--- src/rtl/usb_protocol_fsm_if.sv ---
// Encoder/decoder side of the host USB transaction engine.
// master: transaction engine (drives encoder request, consumes decoder result).
// slave : packet encoder/decoder (or a model of it).
//   enc_start/enc_pid/enc_token/enc_data : transmit request, fields stable until enc_done
//   enc_done                             : encoder finished transmitting
//   dec_valid/dec_pid/dec_data/dec_err   : received packet and its CRC/bit-stuff status
interface usb_protocol_fsm_if;
  logic        enc_start;
  logic [3:0]  enc_pid;
  logic [10:0] enc_token;
  logic [63:0] enc_data;
  logic        enc_done;
  logic        dec_valid;
  logic [3:0]  dec_pid;
  logic [63:0] dec_data;
  logic        dec_err;

  modport master (
    output enc_start, enc_pid, enc_token, enc_data,
    input  enc_done, dec_valid, dec_pid, dec_data, dec_err
  );

  modport slave (
    input  enc_start, enc_pid, enc_token, enc_data,
    output enc_done, dec_valid, dec_pid, dec_data, dec_err
  );
endinterface

--- src/rtl/usb_protocol_fsm.sv ---
// Host-side USB transaction engine: takes one request at a time from rwFSM,
// drives the packet encoder, waits for device responses and retries data
// phases on NAK, CRC error or response timeout.
// Optional feature macro: DATA_TOGGLE_EN (DATA0/DATA1 toggle tracking).
// Ports:
//   clk, rst_L     : clock, synchronous active-low reset
//   packet_type    : 0 NONE, 1 IN_TOK, 2 OUT_TOK, 3 OUT_DATA, 4 IN_DATA
//   rw_dout        : OUT_DATA payload, sampled at accept
//   protocol_free  : engine idle (combinational from state)
//   timeout        : one-cycle pulse, data phase failed after MAX_RETRY attempts
//   rw_din         : last successfully received IN data
//   phy            : encoder/decoder interface (master side)
module usb_protocol_fsm #(
  parameter int unsigned RESP_TIMEOUT = 255,
  parameter int unsigned MAX_RETRY    = 8,
  parameter logic [6:0]  DEV_ADDR     = 7'd5,
  parameter logic [3:0]  ENDP         = 4'd4
) (
  input  logic                clk,
  input  logic                rst_L,
  input  logic [2:0]          packet_type,
  input  logic [63:0]         rw_dout,
  output logic                protocol_free,
  output logic                timeout,
  output logic [63:0]         rw_din,
  usb_protocol_fsm_if.master  phy
);

  localparam int unsigned RESP_W  = (RESP_TIMEOUT > 1) ? $clog2(RESP_TIMEOUT) : 1;
  localparam int unsigned RETRY_W = (MAX_RETRY > 1) ? $clog2(MAX_RETRY) : 1;

  localparam logic [3:0] PID_OUT   = 4'b0001;
  localparam logic [3:0] PID_IN    = 4'b1001;
  localparam logic [3:0] PID_DATA0 = 4'b0011;
  localparam logic [3:0] PID_DATA1 = 4'b1011;
  localparam logic [3:0] PID_ACK   = 4'b0010;
  localparam logic [3:0] PID_NAK   = 4'b1010;

  localparam logic [2:0] PT_IN_TOK   = 3'd1;
  localparam logic [2:0] PT_OUT_TOK  = 3'd2;
  localparam logic [2:0] PT_OUT_DATA = 3'd3;
  localparam logic [2:0] PT_IN_DATA  = 3'd4;

  typedef enum logic [2:0] {
    IDLE, TOK_TX, DOUT_TX, HS_WAIT, DIN_WAIT, ACK_TX, NAK_TX
  } state_t;

  state_t               state_q, state_d;
  logic [RETRY_W-1:0]   retry_q, retry_d;
  logic [RESP_W-1:0]    resp_q, resp_d;
  logic                 timeout_q, timeout_d;
  logic                 enc_start_q, enc_start_d;
  logic [3:0]           enc_pid_q, enc_pid_d;
  logic [63:0]          enc_data_q, enc_data_d;
  logic [63:0]          rw_din_q, rw_din_d;
  logic                 fail;
  logic [3:0]           tx_pid;
  logic [3:0]           rx_pid;

`ifdef DATA_TOGGLE_EN
  logic tx_tog_q, tx_tog_d;
  logic rx_tog_q, rx_tog_d;

  assign tx_pid = tx_tog_q ? PID_DATA1 : PID_DATA0;
  assign rx_pid = rx_tog_q ? PID_DATA1 : PID_DATA0;
`else
  assign tx_pid = PID_DATA0;
  assign rx_pid = PID_DATA0;
`endif

  function automatic logic is_tx(input state_t s);
    return (s == TOK_TX) || (s == DOUT_TX) || (s == ACK_TX) || (s == NAK_TX);
  endfunction

  // Held low during reset so upstream never issues a request into a resetting engine.
  assign protocol_free = rst_L && (state_q == IDLE);
  assign timeout       = timeout_q;
  assign rw_din        = rw_din_q;
  assign phy.enc_start = enc_start_q;
  assign phy.enc_pid   = enc_pid_q;
  assign phy.enc_data  = enc_data_q;
  assign phy.enc_token = {ENDP, DEV_ADDR};

  // State and datapath registers.
  always_ff @(posedge clk) begin
    if (!rst_L) begin
      state_q     <= IDLE;
      retry_q     <= '0;
      resp_q      <= '0;
      timeout_q   <= 1'b0;
      enc_start_q <= 1'b0;
      enc_pid_q   <= '0;
      enc_data_q  <= '0;
      rw_din_q    <= '0;
`ifdef DATA_TOGGLE_EN
      tx_tog_q    <= 1'b0;
      rx_tog_q    <= 1'b0;
`endif
    end else begin
      state_q     <= state_d;
      retry_q     <= retry_d;
      resp_q      <= resp_d;
      timeout_q   <= timeout_d;
      enc_start_q <= enc_start_d;
      enc_pid_q   <= enc_pid_d;
      enc_data_q  <= enc_data_d;
      rw_din_q    <= rw_din_d;
`ifdef DATA_TOGGLE_EN
      tx_tog_q    <= tx_tog_d;
      rx_tog_q    <= rx_tog_d;
`endif
    end
  end

  // Next-state and output logic.
  always_comb begin
    state_d    = state_q;
    retry_d    = retry_q;
    resp_d     = '0;
    timeout_d  = 1'b0;
    enc_pid_d  = enc_pid_q;
    enc_data_d = enc_data_q;
    rw_din_d   = rw_din_q;
    fail       = 1'b0;
`ifdef DATA_TOGGLE_EN
    tx_tog_d   = tx_tog_q;
    rx_tog_d   = rx_tog_q;
`endif

    case (state_q)
      IDLE: begin
        // enc_data doubles as the latched request payload for all retries.
        if (packet_type inside {PT_IN_TOK, PT_OUT_TOK, PT_OUT_DATA, PT_IN_DATA}) begin
          enc_data_d = rw_dout;
          retry_d    = '0;
        end
        case (packet_type)
          PT_IN_TOK:   begin state_d = TOK_TX;  enc_pid_d = PID_IN;  end
          PT_OUT_TOK:  begin state_d = TOK_TX;  enc_pid_d = PID_OUT; end
          PT_OUT_DATA: begin state_d = DOUT_TX; enc_pid_d = tx_pid;  end
          PT_IN_DATA:  state_d = DIN_WAIT;
          default:     ;
        endcase
      end

      TOK_TX:  if (phy.enc_done) state_d = IDLE;
      DOUT_TX: if (phy.enc_done) state_d = HS_WAIT;
      ACK_TX:  if (phy.enc_done) state_d = IDLE;
      NAK_TX:  if (phy.enc_done) state_d = DIN_WAIT;

      HS_WAIT: begin
        // A response on the terminal-count cycle wins over the timeout.
        if (phy.dec_valid) begin
          if (phy.dec_pid == PID_ACK && !phy.dec_err) begin
            state_d = IDLE;
`ifdef DATA_TOGGLE_EN
            tx_tog_d = ~tx_tog_q;
`endif
          end else begin
            fail = 1'b1;
          end
        end else if (resp_q == RESP_W'(RESP_TIMEOUT - 1)) begin
          fail = 1'b1;
        end else begin
          resp_d = resp_q + RESP_W'(1);
        end
      end

      DIN_WAIT: begin
        if (phy.dec_valid) begin
          if (phy.dec_pid == rx_pid && !phy.dec_err) begin
            state_d   = ACK_TX;
            enc_pid_d = PID_ACK;
            rw_din_d  = phy.dec_data;
`ifdef DATA_TOGGLE_EN
            rx_tog_d  = ~rx_tog_q;
`endif
          end else begin
            fail = 1'b1;
          end
        end else if (resp_q == RESP_W'(RESP_TIMEOUT - 1)) begin
          fail = 1'b1;
        end else begin
          resp_d = resp_q + RESP_W'(1);
        end
      end

      default: state_d = IDLE;
    endcase

    // Shared retry/abort handling for both data-phase wait states.
    if (fail) begin
      if (retry_q == RETRY_W'(MAX_RETRY - 1)) begin
        timeout_d = 1'b1;
        state_d   = IDLE;
      end else begin
        retry_d = retry_q + RETRY_W'(1);
        if (state_q == HS_WAIT) begin
          state_d   = DOUT_TX;
          enc_pid_d = tx_pid;
        end else begin
          state_d   = NAK_TX;
          enc_pid_d = PID_NAK;
        end
      end
    end

    // Every TX state is entered only from a non-TX state, so entry = pulse.
    enc_start_d = is_tx(state_d) && !is_tx(state_q);
  end

endmodule

--- src/flat_wrapper.sv ---
// flat-port wrapper written by rule: the top's interface ports become plain ports
module usb_protocol_fsm_flat 
#(
  parameter int unsigned RESP_TIMEOUT = 255,
  parameter int unsigned MAX_RETRY    = 8,
  parameter logic [6:0]  DEV_ADDR     = 7'd5,
  parameter logic [3:0]  ENDP         = 4'd4
)
  (clk, rst_L, packet_type, rw_dout, protocol_free, timeout, rw_din, phy_enc_start, phy_enc_pid, phy_enc_token, phy_enc_data, phy_enc_done, phy_dec_valid, phy_dec_pid, phy_dec_data, phy_dec_err);
  usb_protocol_fsm_if phy_i ();
  input  logic clk;
  input  logic rst_L;
  input  logic [2:0] packet_type;
  input  logic [63:0] rw_dout;
  output logic protocol_free;
  output logic timeout;
  output logic [63:0] rw_din;
  output wire logic [$bits(phy_i.enc_start)-1:0] phy_enc_start;
  output wire logic [$bits(phy_i.enc_pid)-1:0] phy_enc_pid;
  output wire logic [$bits(phy_i.enc_token)-1:0] phy_enc_token;
  output wire logic [$bits(phy_i.enc_data)-1:0] phy_enc_data;
  input wire logic [$bits(phy_i.enc_done)-1:0] phy_enc_done;
  input wire logic [$bits(phy_i.dec_valid)-1:0] phy_dec_valid;
  input wire logic [$bits(phy_i.dec_pid)-1:0] phy_dec_pid;
  input wire logic [$bits(phy_i.dec_data)-1:0] phy_dec_data;
  input wire logic [$bits(phy_i.dec_err)-1:0] phy_dec_err;
  assign phy_enc_start = phy_i.enc_start;
  assign phy_enc_pid = phy_i.enc_pid;
  assign phy_enc_token = phy_i.enc_token;
  assign phy_enc_data = phy_i.enc_data;
  assign phy_i.enc_done = phy_enc_done;
  assign phy_i.dec_valid = phy_dec_valid;
  assign phy_i.dec_pid = phy_dec_pid;
  assign phy_i.dec_data = phy_dec_data;
  assign phy_i.dec_err = phy_dec_err;
  usb_protocol_fsm #(.RESP_TIMEOUT(RESP_TIMEOUT), .MAX_RETRY(MAX_RETRY), .DEV_ADDR(DEV_ADDR), .ENDP(ENDP)) u_core (.clk(clk), .rst_L(rst_L), .packet_type(packet_type), .rw_dout(rw_dout), .protocol_free(protocol_free), .timeout(timeout), .rw_din(rw_din), .phy(phy_i));
endmodule
--- config.mk ---
export PLATFORM = sky130hd
export DESIGN_NAME = usb_protocol_fsm_flat
export DESIGN_NICKNAME = d
export VERILOG_FILES = /design/src/rtl/usb_protocol_fsm_if.sv /design/src/rtl/usb_protocol_fsm.sv /design/src/flat_wrapper.sv
export SDC_FILE = /design/constraint.sdc
export NUM_CORES = 1
export LEC_CHECK = 0
export BUFFER_PORTS_ARGS = -buffer_cell sky130_fd_sc_hd__buf_2
export CAP_MARGIN = 20
export CORE_MARGIN = 1.5
export CORE_UTILIZATION = 40
export CTS_CLUSTER_SIZE = 12
export DETAILED_ROUTE_END_ITERATION = 7
export PLACE_DENSITY = 0.72
export RECOVER_POWER = 50
export SLEW_MARGIN = 5
export SYNTH_ARGS = -nofsm -noshare
export SYNTH_HDL_FRONTEND = slang
export SYNTH_SLANG_ARGS = --single-unit
export TNS_END_PERCENT = 20
--- constraint.sdc ---
create_clock -name clk -period 4.6 [get_ports clk]
set_input_delay 0.23 -clock clk [delete_from_list [all_inputs] [get_ports clk]]
set_output_delay 0.23 -clock clk [all_outputs]
set_load 0.01 [all_outputs]
-- Word level (Yosys, flattened, before mapping)
Cells that the tools add are included.
- $add $sub $neg: 2
- multiplexer cells: 30
- eq/ne operators: 18
- bitwise logic cells: 2
- reduce and logical (&&, ||, !) cells: 21
- operators by type and width (kind ; count):
    $mux 3 ; 14
    $eq 3x3->1 const B ; 7
    $mux 4 ; 5
    $pmux 3 s6 ; 1
    $eq 3x2->1 const B ; 5
    $pmux 4 s3 ; 1
    $eq 3x1->1 const B ; 3
    $pmux 3 s3 ; 1
    $add 8x1->8 const B ; 1
    $eq 4x2->1 const B ; 2
    $eq 8x8->1 const B ; 1
    $pmux 4 s2 ; 1
    $logic_or 1x1->1 ; 6
    $mux 1 ; 6
    $reduce_or 2->1 ; 3
    $logic_and 1x1->1 ; 4
    $reduce_and 2->1 ; 2
    $reduce_bool 4->1 ; 1
    $reduce_or 4->1 ; 1
    $add 3x1->3 const B ; 1
    $logic_not 3->1 ; 1
    $reduce_and 3->1 ; 1
    $logic_not 1->1 ; 2
    $not 1->1 ; 2
    $pmux 1 s2 ; 1
- word-level logic and storage cells: 81
- bits of input ports: 140
- output and inout bits: 146
- bits in registers: 148

-- Longest topological paths before layout
Gate-level depths: netlist (run 1).
- depth after elaboration: 11
- mapped depth: 8
- gate-level depth less buffers: 6

-- Worst setup path after synthesis (run 1)
Ideal clock, no wire load.
- kind: reg-to-reg
- from: register u_core.state_q[2]
- to: register u_core.enc_pid_q[3] (netlist: u_core.phy.enc_pid[3])
- setup slack: 2.990 ns
- buffers on the path: 1
- stages on the path, launching flop included: 7
- data arrival time: 1.495 ns
- setup time: 0.115 ns
- data required time: 4.485 ns
- path through: dfxtp_1 > buf_4 > nor3b_2 > mux2i_1 > a211o_1 > or2_0 > and3_1
- word-level cells in the longest chain between the ends: 4
- RTL lines (what ; RTL line ; source):
    start, declared ; usb_protocol_fsm.sv:48 ; state_t state_q, state_d;
    start signal, assigned ; usb_protocol_fsm.sv:100 ; state_q <= state_d;
    $eq 3x3->1 (tied with other cells) ; usb_protocol_fsm.sv:130 ; case (state_q)
    $pmux 4 s2 or $mux 4 (tied branches) ; usb_protocol_fsm.sv:130, usb_protocol_fsm.sv:198 ;
    $mux 4 ; usb_protocol_fsm.sv:193 ; if (retry_q == RETRY_W'(MAX_RETRY - 1)) begin
    $mux 4 (*) ; usb_protocol_fsm.sv:192 ; if (fail) begin
    end signal, assigned ; usb_protocol_fsm.sv:105 ; enc_pid_q <= enc_pid_d;
    end, declared ; usb_protocol_fsm.sv:53 ; logic [3:0] enc_pid_q, enc_pid_d;
Mark *: on every way between the ends. The rest lies on a longest branch, timed or not.
A chain may end at the register's enable or synchronous reset.

-- Worst setup path in the final report (run 1)
Same ends and word-level chain as after synthesis.

==> reports/metrics.cfg, run 1 <==
[cts]
cts_max_path_buffers = 2
clk_latency_ns = 0.42
cts.repair.resized = 0
cts_tree = done
root_buffer = clkbuf_16
cts_setup_buffers = 0
path_clk_slew_ns = 0.06
ctsHoldBuffers = 0
numCtsBuffers = 17
clkSinkCount = 148
h-tree-depth = 4

[synthesis]
synthesis.area_um2 = 5580
synth_area_per_cell_um2 = 7.97
synth_top_area_share_pct = 53.1
synth_cell_types = 47
synth_top_cell_by_area = dfxtp_1
synth_area_leaders = dfxtp_1, nand2_1, a21oi_1
synth_seq_cells = 148
synth.most_common_cell = nand2_1
yosys_warnings = 0
synthArstFlopShare_pct = 0
dominantRegCellSynth = dfxtp_1
ys_seq_area_share_pct = 53.1
synth-edff-count = 0
synthTopCellsByCount = nand2_1, dfxtp_1, a21oi_1
synthCells = 700

[critical_path]
crit_chain = nor3b_1 > mux2i_1 > a211o_1 > or2_0 > and3_1
rrSetupSlack_ns = 2.33
reg2reg_to = u_core.phy.enc_pid[3]$_SDFF_PN0_
path_buf_inv = 0
path_class = reg2reg
cpPeakStageDelay_ns = 0.61
setup.worst_path.start_class = flip-flop
required_ns = 4.90
r2r_start = u_core.state_q[2]$_SDFF_PN0_
cp_top_family = simple AND/OR/NAND/NOR gates
crit_path_end_kind = flip-flop
crit_arrival_ns = 2.57
critPathSlowestCell = nor3b_1
cp_max_fo = 13
ff2ff_path_depth = 5

[sta]
finalClockSkew_ns = 0.00824
slew_headroom_pct = 39.1
worst-slew-pin-transition_ns = 0.913
rsz0062_at_grt = false
clock.fmax_mhz = 440
setup_tns_ns = 0
whs_ns = 0.0479
min_period_ns = 2.27
finalMaxSlewViolations = 0
setup_violations = 0
min_period_over_period_pct = 49.4
hold_viol = 0

[cells_and_area]
antenna_cells = 0
layout.nets = 1093
final_area_um2 = 7350
drive_gt1_share_pct = 18.7
ff_latch_area_um2 = 2960
multi_input_area_um2 = 2320
nFillCells = 1389
syn_to_final_growth_pct = 31.7

[global_route]
antenna_found_initial = 0
track_usage_pct = 19.6
grt_pass1_vias = 4831
grt_pass1_wl_um = 22900
globalRouteOverflowTotal = 0
grt_start_max_net_pins = 91

[floorplan]
start_util_pct = 41.5
rows = 42
fp.dieW_um = 121
io_pins = 286
fp.dieH_um = 121
core_um2 = 13500
die-area_um2 = 14700

[place]
numPortBuffers = 274
postPlaceCellArea_um2 = 6950
gp_congestion = 0.825
hpwl_um = 10200

[run]
drv_cap = 0

[route]
ant_nets = 0
routed_via_density = 4.77
drc_errors = 0
dr_total_vias = 5419
drt_wl_total_um = 14900
wl_per_cell_um = 13.1
drt_iter0_markers = 311
first_pass_iters = 5

[pwr]
leakage_nw = 2.88
p_per_area_nw_per_um2 = 472
vdd_ir_drop_max_mv = 0.345

[worst_hold_path]
min_to = u_core.phy.enc_data[1]$_SDFFE_PN0P_
worstHoldStart = rw_dout[1]
worst_hold_path_type = in2reg
whs_path_depth = 3

[run_status]
status = finished clean

## routing by layer
| layer | routed length, um | global-route usage (%) | share of wire [%] | vias to the layer above |
|---|---|---|---|---|
| met1 | 6420 | 23.5 | 43 | 2426 |
| met4 | 350 | 6.76 | 2.4 | 0 |
| met3 | 1120 | 7.66 | 7.5 | 26 |
| met2 | 6990 | 32.0 | 47 | 205 |
| li1 | - | - | - | 2762 |
| met5 | 0 | 0 | 0 | - |
## cell families (layout without fill, tap and decap cells)
family          count (synthesis)  count (layout)  share of synthesized area, %
simple gates                  315             315                          23.1
compound gates                155             155                          15.0
flops                         148             148                          53.1
buf+inv                        65             317                          6.05
xor+xnor                       10              10                          1.57
fa+ha+maj                       4               4                         0.897
other cells                     2              11                         0.135
mux                             1               1                         0.179
## how the worst max path moves through the flow
stage / start / end / slack, ns / cells after the start
2_1_floorplan: u_core.state_q[2]$_SDFF_PN0_ / u_core.phy.enc_pid[3]$_SDFF_PN0_ / 2.99 / 6
3_3_place_gp: phy_dec_err / u_core.phy.enc_pid[0]$_SDFF_PN0_ / 2.53 / 7
3_5_place_dp: phy_dec_err / u_core.phy.enc_pid[0]$_SDFF_PN0_ / 2.56 / 7
4_1_cts: u_core.state_q[1]$_SDFF_PN0_ / u_core.phy.enc_data[50]$_SDFFE_PN0P_ / 2.55 / 5
5_1_grt: u_core.state_q[2]$_SDFF_PN0_ / u_core.phy.enc_pid[3]$_SDFF_PN0_ / 2.17 / 5
6_report: u_core.state_q[2]$_SDFF_PN0_ / u_core.phy.enc_pid[3]$_SDFF_PN0_ / 2.33 / 5
## tightest hold or removal path, stage by stage
cell	delay [ns]
buf_2	0.09
nand2_1	0.05
a21oi_1	0.05
## per-stage QoR
| stage | util, % | cells | total power (W) | setup slack, ns |
|---|---|---|---|---|
| 3_3_place_gp | 51.7 | 1106 | 0.00219 | 2.53 |
| 5_1_grt | 54.6 | 1137 | 0.00365 | 2.17 |
| 2_1_floorplan | - | 709 | 0.00195 | 2.99 |
| 6_report | 54.6 | 1137 | 0.00347 | 2.33 |
| 3_5_place_dp | 51.7 | 1106 | 0.00219 | 2.56 |
| 4_1_cts | 55.9 | 1137 | 0.00353 | 2.55 |
## registers in the layout, indices dropped and copies added (netlist names)
name,cells
u_core.phy.enc_start,1
u_core.phy.enc_data,64
u_core.resp_q,8
u_core.phy.enc_pid,4
u_core.timeout,1
u_core.retry_q,3
u_core.state_q,3
u_core.rw_din,64
## cell type report
| cell class | count | share of cell area, % |
|---|---|---|
| well taps | 176 | 3.00 |
| inverters | 7 | 0.392 |
| flip-flops and latches | 148 | 40.3 |
| clock buffers | 23 | 6.37 |
| multi-input cells | 496 | 31.6 |
| repair buffers | 279 | 16.9 |
| clock inverters | 8 | 1.40 |
## cell usage in the layout, fill, tap and decap left out, drive strengths merged, types with 4 or more instances in the layout
cell	instances
a21oi	130
and3	4
buf	145
clkbuf	157
clkinv	4
conb	11
dfxtp	148
ha	4
inv	7
nand2	264
nand3	7
nand4	5
nor2	15
o21ai	7
xor2	7
## power by group
part           internal, W  switching [W]
combinational     0.000225       0.000423
sequential         0.00141      0.0000782
clock             0.000824       0.000509
total              0.00246        0.00101
(Power assumes the default switching activity.)
==> run 2: changes to the inputs <==
--- a/config.mk
+++ b/config.mk
@@ -11,7 +11,7 @@
 export CORE_UTILIZATION = 40
 export CTS_CLUSTER_SIZE = 12
 export DETAILED_ROUTE_END_ITERATION = 7
-export PLACE_DENSITY = 0.72
+export PLACE_DENSITY = 0.75
 export RECOVER_POWER = 50
 export SLEW_MARGIN = 5
 export SYNTH_ARGS = -nofsm -noshare
==> constraint.sdc (replaced) <==
create_clock -name clk -period 1.9 [get_ports clk]
set_input_delay 0.095 -clock clk [delete_from_list [all_inputs] [get_ports clk]]
set_output_delay 0.095 -clock clk [all_outputs]
set_load 0.01 [all_outputs]
==> run 2 against run 1 <==
Effect of this change: register-to-register slack worse by 2.2 ns; fmax increased by 30%; critical path depth up 2; sequential cell count stayed put; clock-buffer cell count fell by 3; worst hold slack got worse by 0.0074 ns; first-iteration DRC count increased by 22%; global-route usage is 5.5 points higher; wire length grew 27%; total power increased to 2.5 times the previous value; critical path type unchanged; largest power group unchanged.
==> reports/metrics.cfg, run 2 (same netlist as run 1, synthesis figures left out) <==
[route]
dr_total_vias = 6251
drc_errors = 0
first_pass_iters = 5
routed_via_density = 4.91
drt_iter0_markers = 380
ant_nets = 0
drt_wl_total_um = 19000
wl_per_cell_um = 14.9

[floorplan]
rows = 42
start_util_pct = 41.5
core_um2 = 13500
fp.dieH_um = 121
fp.dieW_um = 121
io_pins = 286
die-area_um2 = 14700

[cts]
path_clk_slew_ns = 0.06
cts_tree = done
numCtsBuffers = 17
h-tree-depth = 4
clkSinkCount = 148
clk_latency_ns = 0.41
root_buffer = clkbuf_16
cts_max_path_buffers = 2

[critical_path]
cpPeakStageDelay_ns = 0.46
cp_max_fo = 56
setup.worst_path.start_class = flip-flop
crit_path_end_kind = flip-flop
crit_arrival_ns = 2.09
cpMostUsedCell = buf_4
path_class = reg2reg
crit_chain = buf_4 > nor3_1 > buf_4 > nand2_2 > buf_12 > nand2_1 > a21oi_1
critPathSlowestCell = dfxtp_1
required_ns = 2.23

[sta]
hold_viol = 0
setup_tns_ns = 0
finalMaxSlewViolations = 0
setup_violations = 0
clock.fmax_mhz = 571
rsz0062_at_grt = true
finalClockSkew_ns = 0.00700
whs_ns = 0.0405
min_period_ns = 1.75
min_period_over_period_pct = 92.2
slew_headroom_pct = 60.3
worst-slew-pin-transition_ns = 0.592

[global_route]
globalRouteOverflowTotal = 0
track_usage_pct = 25.1
grt_pass1_vias = 6068
grt_start_max_net_pins = 67
antenna_found_initial = 0
grt_pass1_wl_um = 28900

[place]
numPortBuffers = 274
dpl.cell_count = 1114
hpwl_um = 10500
gp_congestion = 0.878

[cells_and_area]
antenna_cells = 0
drive_gt1_share_pct = 17.5
layout.nets = 1230
layout_common_cells = nand2_1, dfxtp_1, buf_2, clkbuf_1, a21oi_1
layoutNonFillerInstCount = 1272
syn_to_final_growth_pct = 56.9
layout_commonest_cell = nand2_1
nFillCells = 1109
fin_util_pct = 65.1

[pwr]
p_per_area_nw_per_um2 = 991
vdd_ir_drop_max_mv = 0.792
leakage_nw = 3.47

[run]
drv_cap = 0

[run_status]
status = finished clean

[worst_hold_path]
worst_hold_path_type = in2reg

run 2: critical path: cells and delay by family (launching register included):
family	cells	cell delay, ns
buffers and inverters	3	0.63
flip-flops	1	0.46
AND/OR/NAND/NOR	3	0.38
AO/OA/AOI/OAI	1	0.18
run 2: final cells by class:
type / count / area [um^2] / area share, %
Sequential cell: 148 / 2960 / 33.9
Clock buffer: 20 / 457 / 5.22
Multi-Input combinational cell: 496 / 2330 / 26.7
Inverter: 7 / 28.8 / 0.329
Timing Repair Buffer: 416 / 2670 / 30.4
Clock inverter: 9 / 83.8 / 0.958
Tap cell: 176 / 220 / 2.52
run 2: through the flow:
stage          setup WS [ns]  total power [W]  cell area (um^2)
3_5_place_dp           0.128          0.00542              7080
2_1_floorplan          0.290          0.00471              5610
4_1_cts                0.112          0.00871              8910
3_3_place_gp           0.165          0.00539              7080
5_1_grt              -0.0195          0.00909              8750
6_report               0.148          0.00868              8750
run 2: path summary, 6_finish.rpt:
check | start | endpoint | slack [ns] | cells after the start
worst max-delay path | u_core.state_q[0]$_SDFF_PN0_ | u_core.phy.enc_data[2]$_SDFFE_PN0P_ | 0.15 | 7
worst max register to register | u_core.state_q[0]$_SDFF_PN0_ | u_core.phy.enc_data[2]$_SDFFE_PN0P_ | 0.15 | 7
worst min register to register | u_core.phy.enc_data[41]$_SDFFE_PN0P_ | u_core.phy.enc_data[41]$_SDFFE_PN0P_ | 0.45 | 2
worst min-delay path | packet_type[1] | u_core.phy.enc_pid[1]$_SDFF_PN0_ | 0.04 | 3
run 2: per-layer routing:
metal	GRT usage, %	share of wire, %
met3	7.71	6.2
met4	13.2	4.3
met5	0	0
met1	25.2	38
met2	46.4	52
run 2: power breakdown:
part | leakage [nW] | internal [W] | switching (W)
Clock | 0.256 | 0.00184 | 0.00125
Sequential | 1.20 | 0.00341 | 0.000189
Combinational | 2.02 | 0.000832 | 0.00116
Total | 3.47 | 0.00608 | 0.00260
run 2: timing repair:
| item | 4_1_cts | 5_1_grt |
|---|---|---|
| endpoints found under the setup margin | 0 | 7 |
| resized for setup | 0 | 2 |
| hold endpoints to repair | 128 | 0 |
| setup buffers | 0 | 1 |
| hold buffers | 128 | 0 |
==> run 3: changes to the inputs <==
--- a/config.mk
+++ b/config.mk
@@ -11,7 +11,7 @@
 export CORE_UTILIZATION = 40
 export CTS_CLUSTER_SIZE = 12
 export DETAILED_ROUTE_END_ITERATION = 7
-export PLACE_DENSITY = 0.75
+export PLACE_DENSITY = 0.72
 export RECOVER_POWER = 50
 export SLEW_MARGIN = 5
 export SYNTH_ARGS = -nofsm -noshare
==> constraint.sdc (replaced) <==
create_clock -name clk -period 2.15 [get_ports clk]
set_input_delay 0.1075 -clock clk [delete_from_list [all_inputs] [get_ports clk]]
set_output_delay 0.1075 -clock clk [all_outputs]
set_load 0.01 [all_outputs]
==> run 3 against run 2 <==
Effect of this change: non-clock buffer count decreased by 1; sequential cell count unchanged; sequential power decreased by 11%; sequential share of layout area decreased by 0.058 points; worst setup slack improved by 0.064 ns; critical path depth decreased by 2.
==> reports/metrics.cfg, run 3 (same netlist as run 1, synthesis figures left out) <==
[critical_path]
path_class = reg2reg
crit_arrival_ns = 2.24
crit_chain = nor3b_2 > mux2i_1 > a211o_1 > or2_0 > and3_1
path_buf_inv = 0
critPathSlowestCell = dfxtp_1
cp_max_fo = 9
reg2reg_to = u_core.phy.enc_pid[3]$_SDFF_PN0_
required_ns = 2.45
cpPeakStageDelay_ns = 0.46
ff2ff_path_depth = 5
cp_num_cells = 5
crit_path_end_kind = flip-flop
r2r_start = u_core.state_q[2]$_SDFF_PN0_
cp_top_family = simple AND/OR/NAND/NOR gates
rrSetupSlack_ns = 0.21
setup.worst_path.start_class = flip-flop

[floorplan]
core_um2 = 13500
rows = 42
fp.dieW_um = 121
start_util_pct = 41.5
io_pins = 286
fp.dieH_um = 121
die-area_um2 = 14700

[pwr]
leakage_nw = 3.48
p_per_area_nw_per_um2 = 888
vdd_ir_drop_max_mv = 0.630

[sta]
clock.fmax_mhz = 516
rsz0062_at_grt = false
hold_viol = 0
finalWorstSetupSlack_ns = 0.212
whs_ns = 0.0660
min_period_ns = 1.94
setup_violations = 0
min_period_over_period_pct = 90.1
finalClockSkew_ns = 0.00432
setup_tns_ns = 0
finalMaxSlewViolations = 0
slew_headroom_pct = 57.7
worst-slew-pin-transition_ns = 0.632

[cts]
clk_latency_ns = 0.41
path_clk_slew_ns = 0.06
clkSinkCount = 148
cts_max_path_buffers = 2
root_buffer = clkbuf_16
cts_setup_buffers = 0
h-tree-depth = 4
numCtsBuffers = 17
cts.repair.resized = 0
cts_tree = done

[place]
pre_cts_ws_ns = 0.245
gp_congestion = 0.865
numPortBuffers = 274
hpwl_um = 10500

[global_route]
grt_pass1_vias = 6218
globalRouteOverflowTotal = 0
grt_pass1_wl_um = 28900
grt_start_max_net_pins = 67
track_usage_pct = 24.9
antenna_found_initial = 1

[route]
wl_per_cell_um = 14.4
drt_iter0_markers = 423
drt_wl_total_um = 18400
dr_total_vias = 6218
drc_errors = 0
ant_nets = 0
routed_via_density = 4.88
first_pass_iters = 5

[worst_hold_path]
worst_hold_path_type = in2reg
whs_path_depth = 3
min_to = u_core.phy.enc_pid[1]$_SDFF_PN0_
worstHoldStart = packet_type[1]

[run]
drv_cap = 0

[cells_and_area]
syn_to_final_growth_pct = 57.1
layout_commonest_cell = nand2_1
drive_gt1_share_pct = 17.2
layout.nets = 1229
layout_common_cells = nand2_1, dfxtp_1, buf_2, clkbuf_1, a21oi_1

[run_status]
status = finished clean

-- run 3: cell count changes in the layout (fill, tap and decap cells not counted), sizes merged --
cell      previous run  this run
inv                  7         8
bufinv               1         2
buf                154       152
clkinvlp             4         2
clkinv               4         2
diode                0         1
clkbuf             154       159
-- run 3: timing repair --
item | CTS | global route
hold endpoints to repair | 128 | 0
endpoints found under the setup margin | 0 | 0
hold buffers | 128 | 0
-- run 3: through the flow --
step / power (W) / cell area (um^2) / instances / utilization (%)
after floorplan: 0.00416 / 5610 / 709 / -
after global routing: 0.00816 / 8760 / 1274 / 65.2
after detailed placement: 0.00478 / 7070 / 1114 / 52.6
after global placement: 0.00475 / 7070 / 1114 / 52.6
final: 0.00778 / 8760 / 1274 / 65.2
after CTS: 0.00785 / 8930 / 1273 / 66.4
-- run 3: layout make-up --
cell class | instances | area [um^2]
Antenna cell | 1 | 2.50
Clock buffer | 24 | 482
Clock inverter | 7 | 97.6
Fill cell | 1141 | 4690
Inverter | 7 | 28.8
Multi-Input combinational cell | 496 | 2330
Sequential cell | 148 | 2960
Tap cell | 176 | 220
Timing Repair Buffer | 415 | 2640
-- run 3: report_power, final --
| part | internal [W] | switching, W | total, W |
|---|---|---|---|
| clock | 0.00180 | 0.00109 | 0.00289 |
| sequential | 0.00301 | 0.000176 | 0.00319 |
| combinational | 0.000697 | 0.00101 | 0.00170 |
| total | 0.00550 | 0.00227 | 0.00778 |
-- run 3: how the worst max path moves through the flow --
| stage | slack (ns) | to | from |
|---|---|---|---|
| 3_5_place_dp | 0.25 | u_core.phy.enc_pid[3]$_SDFF_PN0_ | u_core.state_q[2]$_SDFF_PN0_ |
| 5_1_grt | 0.05 | u_core.phy.enc_pid[3]$_SDFF_PN0_ | u_core.state_q[2]$_SDFF_PN0_ |
| 3_3_place_gp | 0.31 | u_core.phy.enc_pid[3]$_SDFF_PN0_ | u_core.state_q[2]$_SDFF_PN0_ |
| 2_1_floorplan | 0.54 | u_core.phy.enc_pid[3]$_SDFF_PN0_ | u_core.state_q[2]$_SDFF_PN0_ |
| 6_report | 0.21 | u_core.phy.enc_pid[3]$_SDFF_PN0_ | u_core.state_q[2]$_SDFF_PN0_ |
| 4_1_cts | 0.23 | u_core.phy.enc_pid[3]$_SDFF_PN0_ | u_core.state_q[2]$_SDFF_PN0_ |
-- run 3: routing by layer --
| metal | global-route usage (%) | wire, um | vias up |
|---|---|---|---|
| met2 | 43.1 | 9130 | 267 |
| li1 | - | - | 3050 |
| met4 | 14.9 | 909 | 0 |
| met1 | 26.4 | 7090 | 2830 |
| met3 | 7.80 | 1230 | 71 |
| met5 | 0 | 0 | - |
-- run 3: worst reg2reg max path, stage by stage, from the launching register on --
cell and delay, ns:
dfxtp_1 0.46, nor3b_2 0.43, mux2i_1 0.14, a211o_1 0.40, or2_0 0.25, and3_1 0.16
